[src/rtl/instruction_memory_loader.sv]
// Program loader for the 16-bit fetch path: streams words into a 32-entry store
// over valid/ready and raises fetch_enable once the requested program is in place.
module instruction_memory_loader #(
  parameter int DATA_WIDTH = 16,
  parameter int DEPTH      = 32,
  parameter int ADDR_WIDTH = 5
) (
  input  logic                  clk,
  input  logic                  reset,
  input  logic                  start,
  input  logic [ADDR_WIDTH:0]   load_len,
  input  logic                  in_valid,
  input  logic [DATA_WIDTH-1:0] in_data,
  output logic                  in_ready,
  input  logic [ADDR_WIDTH-1:0] rd_addr,
  output logic [DATA_WIDTH-1:0] rd_data,
  output logic                  busy,
  output logic                  done,
  output logic                  fetch_enable,
  output logic [ADDR_WIDTH:0]   word_count
);

  localparam logic [ADDR_WIDTH:0] MAX_LEN = (ADDR_WIDTH + 1)'(DEPTH);
  localparam logic [ADDR_WIDTH:0] ONE     = (ADDR_WIDTH + 1)'(1);

  typedef enum logic [1:0] {
    IDLE = 2'd0,
    LOAD = 2'd1,
    DONE = 2'd2
  } state_t;

  state_t                state;
  logic [ADDR_WIDTH-1:0] wr_ptr;
  logic [ADDR_WIDTH:0]   remaining;
  logic [DATA_WIDTH-1:0] mem [DEPTH];
  logic [ADDR_WIDTH:0]   len_clamped;

  function automatic logic [ADDR_WIDTH:0] clamp_len(input logic [ADDR_WIDTH:0] len);
    return (len > MAX_LEN) ? MAX_LEN : len;
  endfunction

  assign len_clamped  = clamp_len(load_len);
  assign rd_data      = mem[rd_addr];
  assign fetch_enable = done;

  // Status outputs are registered alongside the state so they change on the same edge.
  always_ff @(posedge clk or negedge reset) begin
    if (!reset) begin
      state      <= IDLE;
      wr_ptr     <= '0;
      remaining  <= '0;
      word_count <= '0;
      busy       <= 1'b0;
      in_ready   <= 1'b0;
      done       <= 1'b0;
      for (int i = 0; i < DEPTH; i++) begin
        mem[i] <= '0;
      end
    end else begin
      unique case (state)
        IDLE, DONE: begin
          if (start) begin
            wr_ptr     <= '0;
            remaining  <= len_clamped;
            word_count <= '0;
            if (len_clamped != '0) begin
              state    <= LOAD;
              busy     <= 1'b1;
              in_ready <= 1'b1;
              done     <= 1'b0;
            end else begin
              state    <= DONE;
              busy     <= 1'b0;
              in_ready <= 1'b0;
              done     <= 1'b1;
            end
          end
        end
        LOAD: begin
          if (in_valid && in_ready) begin
            mem[wr_ptr] <= in_data;
            wr_ptr      <= wr_ptr + 1'b1;
            remaining   <= remaining - ONE;
            word_count  <= word_count + ONE;
            if (remaining == ONE) begin
              state    <= DONE;
              busy     <= 1'b0;
              in_ready <= 1'b0;
              done     <= 1'b1;
            end
          end
        end
        default: begin
          state    <= IDLE;
          busy     <= 1'b0;
          in_ready <= 1'b0;
          done     <= 1'b0;
        end
      endcase
    end
  end

endmodule

[config.mk]
export PLATFORM = sky130hd
export DESIGN_NAME = instruction_memory_loader
export DESIGN_NICKNAME = d
export VERILOG_FILES = /design/src/rtl/instruction_memory_loader.sv
export SDC_FILE = /design/constraint.sdc
export NUM_CORES = 1
export LEC_CHECK = 0
export ABC_CLOCK_PERIOD_IN_PS = 4100
export BUFFER_PORTS_ARGS = -buffer_cell sky130_fd_sc_hd__buf_2
export CELL_PAD_IN_SITES_DETAIL_PLACEMENT = 1
export CELL_PAD_IN_SITES_GLOBAL_PLACEMENT = 1
export CORE_MARGIN = 1
export CORE_UTILIZATION = 32
export CTS_CLUSTER_DIAMETER = 80
export DETAILED_ROUTE_END_ITERATION = 8
export PLACE_DENSITY = 0.63
export SYNTH_ARGS = -nofsm -noshare
export SYNTH_HDL_FRONTEND = slang
export SYNTH_SLANG_ARGS = --single-unit
[constraint.sdc]
create_clock -name clk -period 4.1 [get_ports clk]
set_input_delay 0.205 -clock clk [delete_from_list [all_inputs] [get_ports clk]]
set_output_delay 0.205 -clock clk [all_outputs]
set_load 0.02 [all_outputs]
==> impl_metrics.py, run 1 <==
metrics = {
    "critical_path": {
        "r2r_cells": 3,
        "path_cells": "buf_2 -> nor2b_4 -> buf_12 -> a22oi_1 -> a31oi_1 -> nand3_1 -> buf_2",
        "critical_path_class": "in2out",
        "startpoint_type": "input port",
        "required_ps": 3890,
        "endpoint_kind": "output pin",
        "cpMostUsedCell": "buf_2",
        "cp.arrival_ps": 2520,
        "slowest_stage": "nor2b_4",
        "worstPathMaxFanout": 46,
        "critical-path-max-stage-delay_ps": 660,
    },
    "job": {
        "drv_cap": 0,
    },
    "logic_synthesis": {
        "netlist_area_um2": 25400,
        "synth.distinct_cells": 43,
        "yosys.area.top_type": "dfrtp_1",
        "synth.area.top_cells": "dfrtp_1 (52%), mux2_2 (19%), mux2i_1 (10%)",
        "yosysWarnings": 0,
        "synthCells": 1846,
        "yosysTopAreaCellShare_pct": 52.4,
        "ys_ff_latch": 532,
        "synthesis.nets": 1884,
        "ys_seq_area_share_pct": 52.4,
        "post_synth.cell_area_avg_um2": 13.8,
    },
    "global_route": {
        "grt_max_degree": 108,
        "grt_pass1_vias": 17213,
        "grt_pass1_wl_mm": 109,
        "grt_util_all_layers_pct": 17.5,
        "grt_overflow": 0,
        "antenna_found_initial": 1,
    },
    "sta": {
        "grt_setup_unrepaired": "no",
        "period_needed_ps": 2730,
        "setup_slack_ps": 1370,
        "clock_skew_ps": 33.8,
        "fmax_ghz": 0.367,
        "hold_viol": 0,
        "slew_headroom_pct": 32.8,
        "final_max_slew_viol_count": 0,
        "worst_pin_slew_ps": 1010,
        "setup_tns_ps": 0,
        "finalCritPeriodShare_pct": 66.5,
        "finalSetupViolations": 0,
        "hold_slack_ps": 258,
    },
    "pwr": {
        "p_per_area_nw_per_um2": 480,
        "power.leakage_nw": 14.6,
        "power_switching_mw": 3.71,
        "p_int_mw": 9.83,
        "combPwrFrac_pct": 16.5,
        "ir_drop_mv": 0.303,
        "p_sw_share_pct": 27.4,
        "pwr-share-seq_pct": 46.4,
        "clkPwrFrac_pct": 37.1,
        "total_power_mw": 13.5,
    },
    "status": {
        "status": "finished, final reports clean",
    },
    "die": {
        "die_w_um": 284,
        "pin_count": 57,
        "start_util_pct": 32.3,
        "core-area_um2": 78700,
        "num_rows": 103,
        "die_h_um": 284,
        "die-area_um2": 80600,
    },
    "hold_path": {
        "hp-class": "in2reg",
        "holdPathStages": 2,
    },
    "clock_network": {
        "cts_resized": 0,
        "numClockSinks": 532,
        "cts_tree": "yes",
        "cts.reportedPaths.clkPinSlew_ps": 60,
        "h-tree-depth": 2,
        "clkLatencyLatePin_ps": 630,
        "numCtsBuffers": 55,
        "post_cts_buffers": 0,
        "cts-root-buf": "clkbuf_16",
        "cts.path.max_buffers": 3,
    },
    "place": {
        "gp_congestion": 0.768,
        "port_buffers": 56,
        "dpl_cell_area_um2": 26300,
        "dp_hpwl_mm": 41.8,
        "dpl_worst_slack_ps": 1350,
    },
    "drt": {
        "vias": 15276,
        "drt_iter0_markers": 818,
        "met2_length_mm": 33.9,
        "drc": 0,
        "via_per_inst": 5.23,
        "first_pass_iters": 5,
        "post_drt_wl_per_cell_um": 23.7,
        "highest-signal-layer": "met5",
        "routed_wl_mm": 69.1,
        "ant_nets": 0,
        "met1_length_mm": 31.7,
        "wl_met3_mm": 2.10,
    },
    "finish": {
        "antennaDiodeCount": 0,
        "drive_gt1_share_pct": 37.0,
        "finalInstanceArea_um2": 28200,
        "nets": 1863,
        "area_growth_pct": 11.0,
    },
}
-- cell usage after synthesis, drive strengths merged --
| cell | instances |
|---|---|
| nand4 | 21 |
| mux2 | 512 |
| a22o | 32 |
| nand4b | 1 |
| nor2b | 4 |
| nand2b | 4 |
| nand2 | 76 |
| and4b | 1 |
| nand3 | 35 |
| inv | 6 |
| o31ai | 1 |
| nor3 | 20 |
| or4 | 1 |
| nor3b | 3 |
| a311oi | 1 |
| a21oi | 36 |
| dfrtp | 532 |
| buf | 80 |
| or2 | 1 |
| mux2i | 257 |
| o22ai | 1 |
| clkbuf | 82 |
| xor2 | 7 |
| nor2 | 14 |
| a32oi | 1 |
| a31oi | 21 |
| and2 | 5 |
| and3b | 2 |
| a22oi | 65 |
| ha | 7 |
| nor4 | 1 |
| and3 | 3 |
| o21ai | 13 |
-- cell type report --
cell class                 count  area, um2
clock inverter                13        155
tap                         1050       1310
clock buffer                  88       1650
fill                        8204      50500
inverter                       6       22.5
multi-input combinational   1146      11100
timing repair buffer          84        648
sequential                   532      13300
-- path summary, 6_finish.rpt --
check,end,slack (ps),from
max in group asynchronous,mem[253]$_DFFE_PN0P_,2710,reset
worst max register to register,mem[460]$_DFFE_PN0P_,1850,wr_ptr[2]$_DFFE_PN0P_
worst max-delay path,rd_data[12],1370,rd_addr[0]
min in group asynchronous,mem[481]$_DFFE_PN0P_,270,reset
worst min-delay path,mem[147]$_DFFE_PN0P_,260,in_data[3]
worst min register to register,mem[38]$_DFFE_PN0P_,490,mem[38]$_DFFE_PN0P_
-- critical path, delay by kind of cell --
kind | cells | cell delay [ps]
buffers and inverters | 3 | 760
AOI/OAI and AO/OA | 2 | 610
and+or+nand+nor | 2 | 910
-- power groups by stage --
stage / Combinational (mW) / Clock, mW / Sequential, mW
2_1_floorplan: 1.66 / 0 / 6.25
3_3_place_gp: 2.16 / 0 / 6.31
3_5_place_dp: 2.24 / 0 / 6.36
4_1_cts: 2.27 / 5.18 / 6.27
5_1_grt: 2.44 / 5.37 / 6.36
6_report: 2.23 / 5.03 / 6.28
-- metal layers --
metal / vias to the layer above / GRT usage (%)
li1: 6671 / -
met1: 8276 / 23.5
met2: 243 / 29.5
met3: 84 / 2.33
met4: 2 / 4.47
met5: - / 0
-- timing repair --
item	4_1_cts	5_1_grt
hold buffers	10	0
endpoints found under the setup margin	0	0
endpoints found under the hold margin	114	0
-- cell families after synthesis --
family | Yosys count | share of synthesized area [%]
XOR/XNOR | 7 | 0.241
buffers and inverters | 168 | 3.98
flip-flops | 532 | 52.4
AO/OA/AOI/OAI | 171 | 4.63
multiplexers | 769 | 33.7
adder cells (fa/ha/maj) | 7 | 0.344
AND/OR/NAND/NOR | 192 | 4.78
-- flip-flops by register name, summed over array words and instances (netlist names) --
register	count
remaining	6
word_count	6
wr_ptr	5
mem	512
busy	1
state	1
done	1
-- per-stage QoR --
stage | cells | util (%)
detailed placement | 2808 | 33.4
floorplan | 1846 | -
global placement | 2808 | 33.4
CTS | 2919 | 35.9
finish | 2919 | 35.9
global route | 2919 | 35.9
-- cells in the final DEF, fill, tap and decap left out, types with 18 or more instances in the layout --
master and n:
dfrtp_1 532, mux2_2 428, mux2i_1 257, a22oi_1 65
mux2_4 60, clkbuf_16 55, buf_2 54, nand2_1 44
a21oi_1 36, nand3_1 35, a22o_1 32, nand2_4 32
mux2_1 24, a31oi_1 21, nand4_1 21, nor3_1 19
clkbuf_1 18
Note: power is estimated with default switching activity, not from simulation.
==> run 2: changes to the inputs <==
ABC_CLOCK_PERIOD_IN_PS = 2700   (was 4100)
clock period = 2.7 ns   (was 4.1 ns; I/O delays follow)
==> run 2 against run 1 <==
Against the previous run: worst setup slack worse by 1200 ps; critical endpoint is now rd_data[14]; sequential share of layout area fell by 0.69 points; clock power is 61% higher; register-to-register slack worse by 1600 ps; clock-buffer cell count rose by 2; clock skew fell by 5.3 ps; via count rose by 0.20%; final cell count grew 0.92%; combinational power up 56%; utilization rose by 0.53 points.
==> impl_metrics.py, run 2 (synthesized netlist as in run 1, its figures left out) <==
metrics = {
    "drt": {
        "wl_met3_mm": 1.84,
        "drt_iter0_markers": 765,
        "post_drt_wl_per_cell_um": 23.1,
        "via_per_inst": 5.20,
        "drc": 0,
        "ant_nets": 0,
        "highest-signal-layer": "met4",
        "routed_wl_mm": 68.0,
        "met1_length_mm": 31.6,
        "met2_length_mm": 32.8,
        "vias": 15306,
        "first_pass_iters": 5,
    },
    "critical_path": {
        "rrSetupSlack_ps": 290,
        "startpoint_type": "register",
        "crit_end": "rd_data[14]",
        "timing.rr.end": "remaining[2]$_DFFE_PN0P_",
        "critical_path_class": "reg2out",
        "worstPathMaxFanout": 2,
        "required_ps": 2570,
        "cp.arrival_ps": 2410,
        "r2r-start": "busy$_DFFE_PN0P_",
        "crit_start": "mem[510]$_DFFE_PN0P_",
        "r2r_cells": 6,
        "endpoint_kind": "output pin",
    },
    "sta": {
        "finalCritPeriodShare_pct": 94.2,
        "period_needed_ps": 2540,
        "slew_headroom_pct": 46.5,
        "worst_pin_slew_ps": 803,
        "final_max_slew_viol_count": 0,
        "clock_skew_ps": 28.5,
        "grt_setup_unrepaired": "no",
        "finalSetupViolations": 0,
        "setup_tns_ps": 0,
        "fmax_ghz": 0.393,
        "hold_viol": 0,
    },
    "clock_network": {
        "cts-root-buf": "clkbuf_16",
        "cts_tree": "yes",
        "numClockSinks": 532,
        "clkLatencyLatePin_ps": 630,
        "post_cts_buffers": 0,
        "cts.reportedPaths.clkPinSlew_ps": 60,
        "h-tree-depth": 2,
        "numCtsBuffers": 58,
        "cts.path.max_buffers": 3,
        "hold_buffers": 14,
        "cts_resized": 0,
    },
    "finish": {
        "largest_reg_flops": 512,
        "utilization_pct": 36.4,
        "final_cell_mix": "dfrtp_1 (532), mux2_2 (428), mux2i_1 (257)",
        "nets": 1886,
        "reg_top3": "mem (512), remaining (6), word_count (6)",
        "drive_gt1_share_pct": 37.7,
        "area_growth_pct": 12.7,
        "finalInstanceArea_um2": 28600,
        "antennaDiodeCount": 0,
        "regMostFlops": "mem",
        "layout_commonest_cell": "dfrtp_1",
        "nFillCells": 8154,
    },
    "die": {
        "die_w_um": 284,
        "die_h_um": 284,
        "die-area_um2": 80600,
        "num_rows": 103,
        "core-area_um2": 78700,
        "pin_count": 57,
        "start_util_pct": 32.3,
    },
    "pwr": {
        "power.leakage_nw": 14.8,
        "total_power_mw": 21.1,
        "ir_drop_mv": 0.501,
        "p_per_area_nw_per_um2": 737,
    },
    "place": {
        "dpl_cell_area_um2": 26600,
        "port_buffers": 56,
        "gp_congestion": 0.766,
        "dp_hpwl_mm": 42.6,
    },
    "global_route": {
        "grt_util_all_layers_pct": 17.2,
        "grt_pass1_vias": 17146,
        "grt_pass1_wl_mm": 107,
        "grt_overflow": 0,
        "grt_max_degree": 87,
        "antenna_found_initial": 1,
    },
    "status": {
        "status": "finished, final reports clean",
    },
    "job": {
        "drv_cap": 0,
    },
    "hold_path": {
        "hp-class": "in2async",
    },
}
run 2: cell types whose count changed in the layout (fill, tap and decap cells not counted), sizes merged, moves of 2 or more:
cell and change:
buf +16, dlygate4sd3 +4, clkinv -2, clkbuf +2, bufinv +2, inv +4
run 2: worst min-delay path by stage:
stage / start / endpoint / slack, ps / depth (start not counted)
3_3_place_gp: reset / mem[419]$_DFFE_PN0P_ / 160 / 1
5_1_grt: reset / mem[419]$_DFFE_PN0P_ / 150 / 2
2_1_floorplan: reset / busy$_DFFE_PN0P_ / -160 / 0
4_1_cts: reset / mem[419]$_DFFE_PN0P_ / 90 / 2
3_5_place_dp: reset / mem[419]$_DFFE_PN0P_ / 160 / 1
6_report: reset / mem[419]$_DFFE_PN0P_ / 90 / 2
run 2: cell type report:
type / count / area, um2 / share of cell area, %
Timing Repair Buffer: 104 / 921 / 3.21
Inverter: 6 / 22.5 / 0.0786
Sequential cell: 532 / 13300 / 46.5
Multi-Input combinational cell: 1146 / 11100 / 38.8
Clock buffer: 90 / 1710 / 5.97
Clock inverter: 18 / 239 / 0.834
Tap cell: 1050 / 1310 / 4.59
run 2: routing by layer:
metal / vias to the layer above / GRT usage, %
met1: 8243 / 23.5
met2: 225 / 28.4
li1: 6727 / -
met4: 0 / 5.34
met5: - / 0
met3: 111 / 2.03
run 2: report_power, final:
group / internal, mW / switching [mW] / leakage, nW
logic: 1.69 / 1.78 / 6.52
registers: 8.94 / 0.598 / 7.29
clock network: 4.75 / 3.36 / 0.956
run 2: critical path: stages, from the launching register on:
cell     delay [ps]
dfrtp_1         350
mux2i_1          70
a22o_1          240
nor3_1          450
buf_4           200
a31oi_1          80
nand3_1         180
buf_2           200
run 2: per-stage QoR:
step / setup WS, ps / hold slack, ps / cells
6_report: 157 / 85.6 / 2946
3_3_place_gp: 235 / 158 / 2824
3_5_place_dp: 211 / 155 / 2824
5_1_grt: 103 / 145 / 2946
4_1_cts: 92.5 / 92.8 / 2946
2_1_floorplan: 849 / -161 / 1846
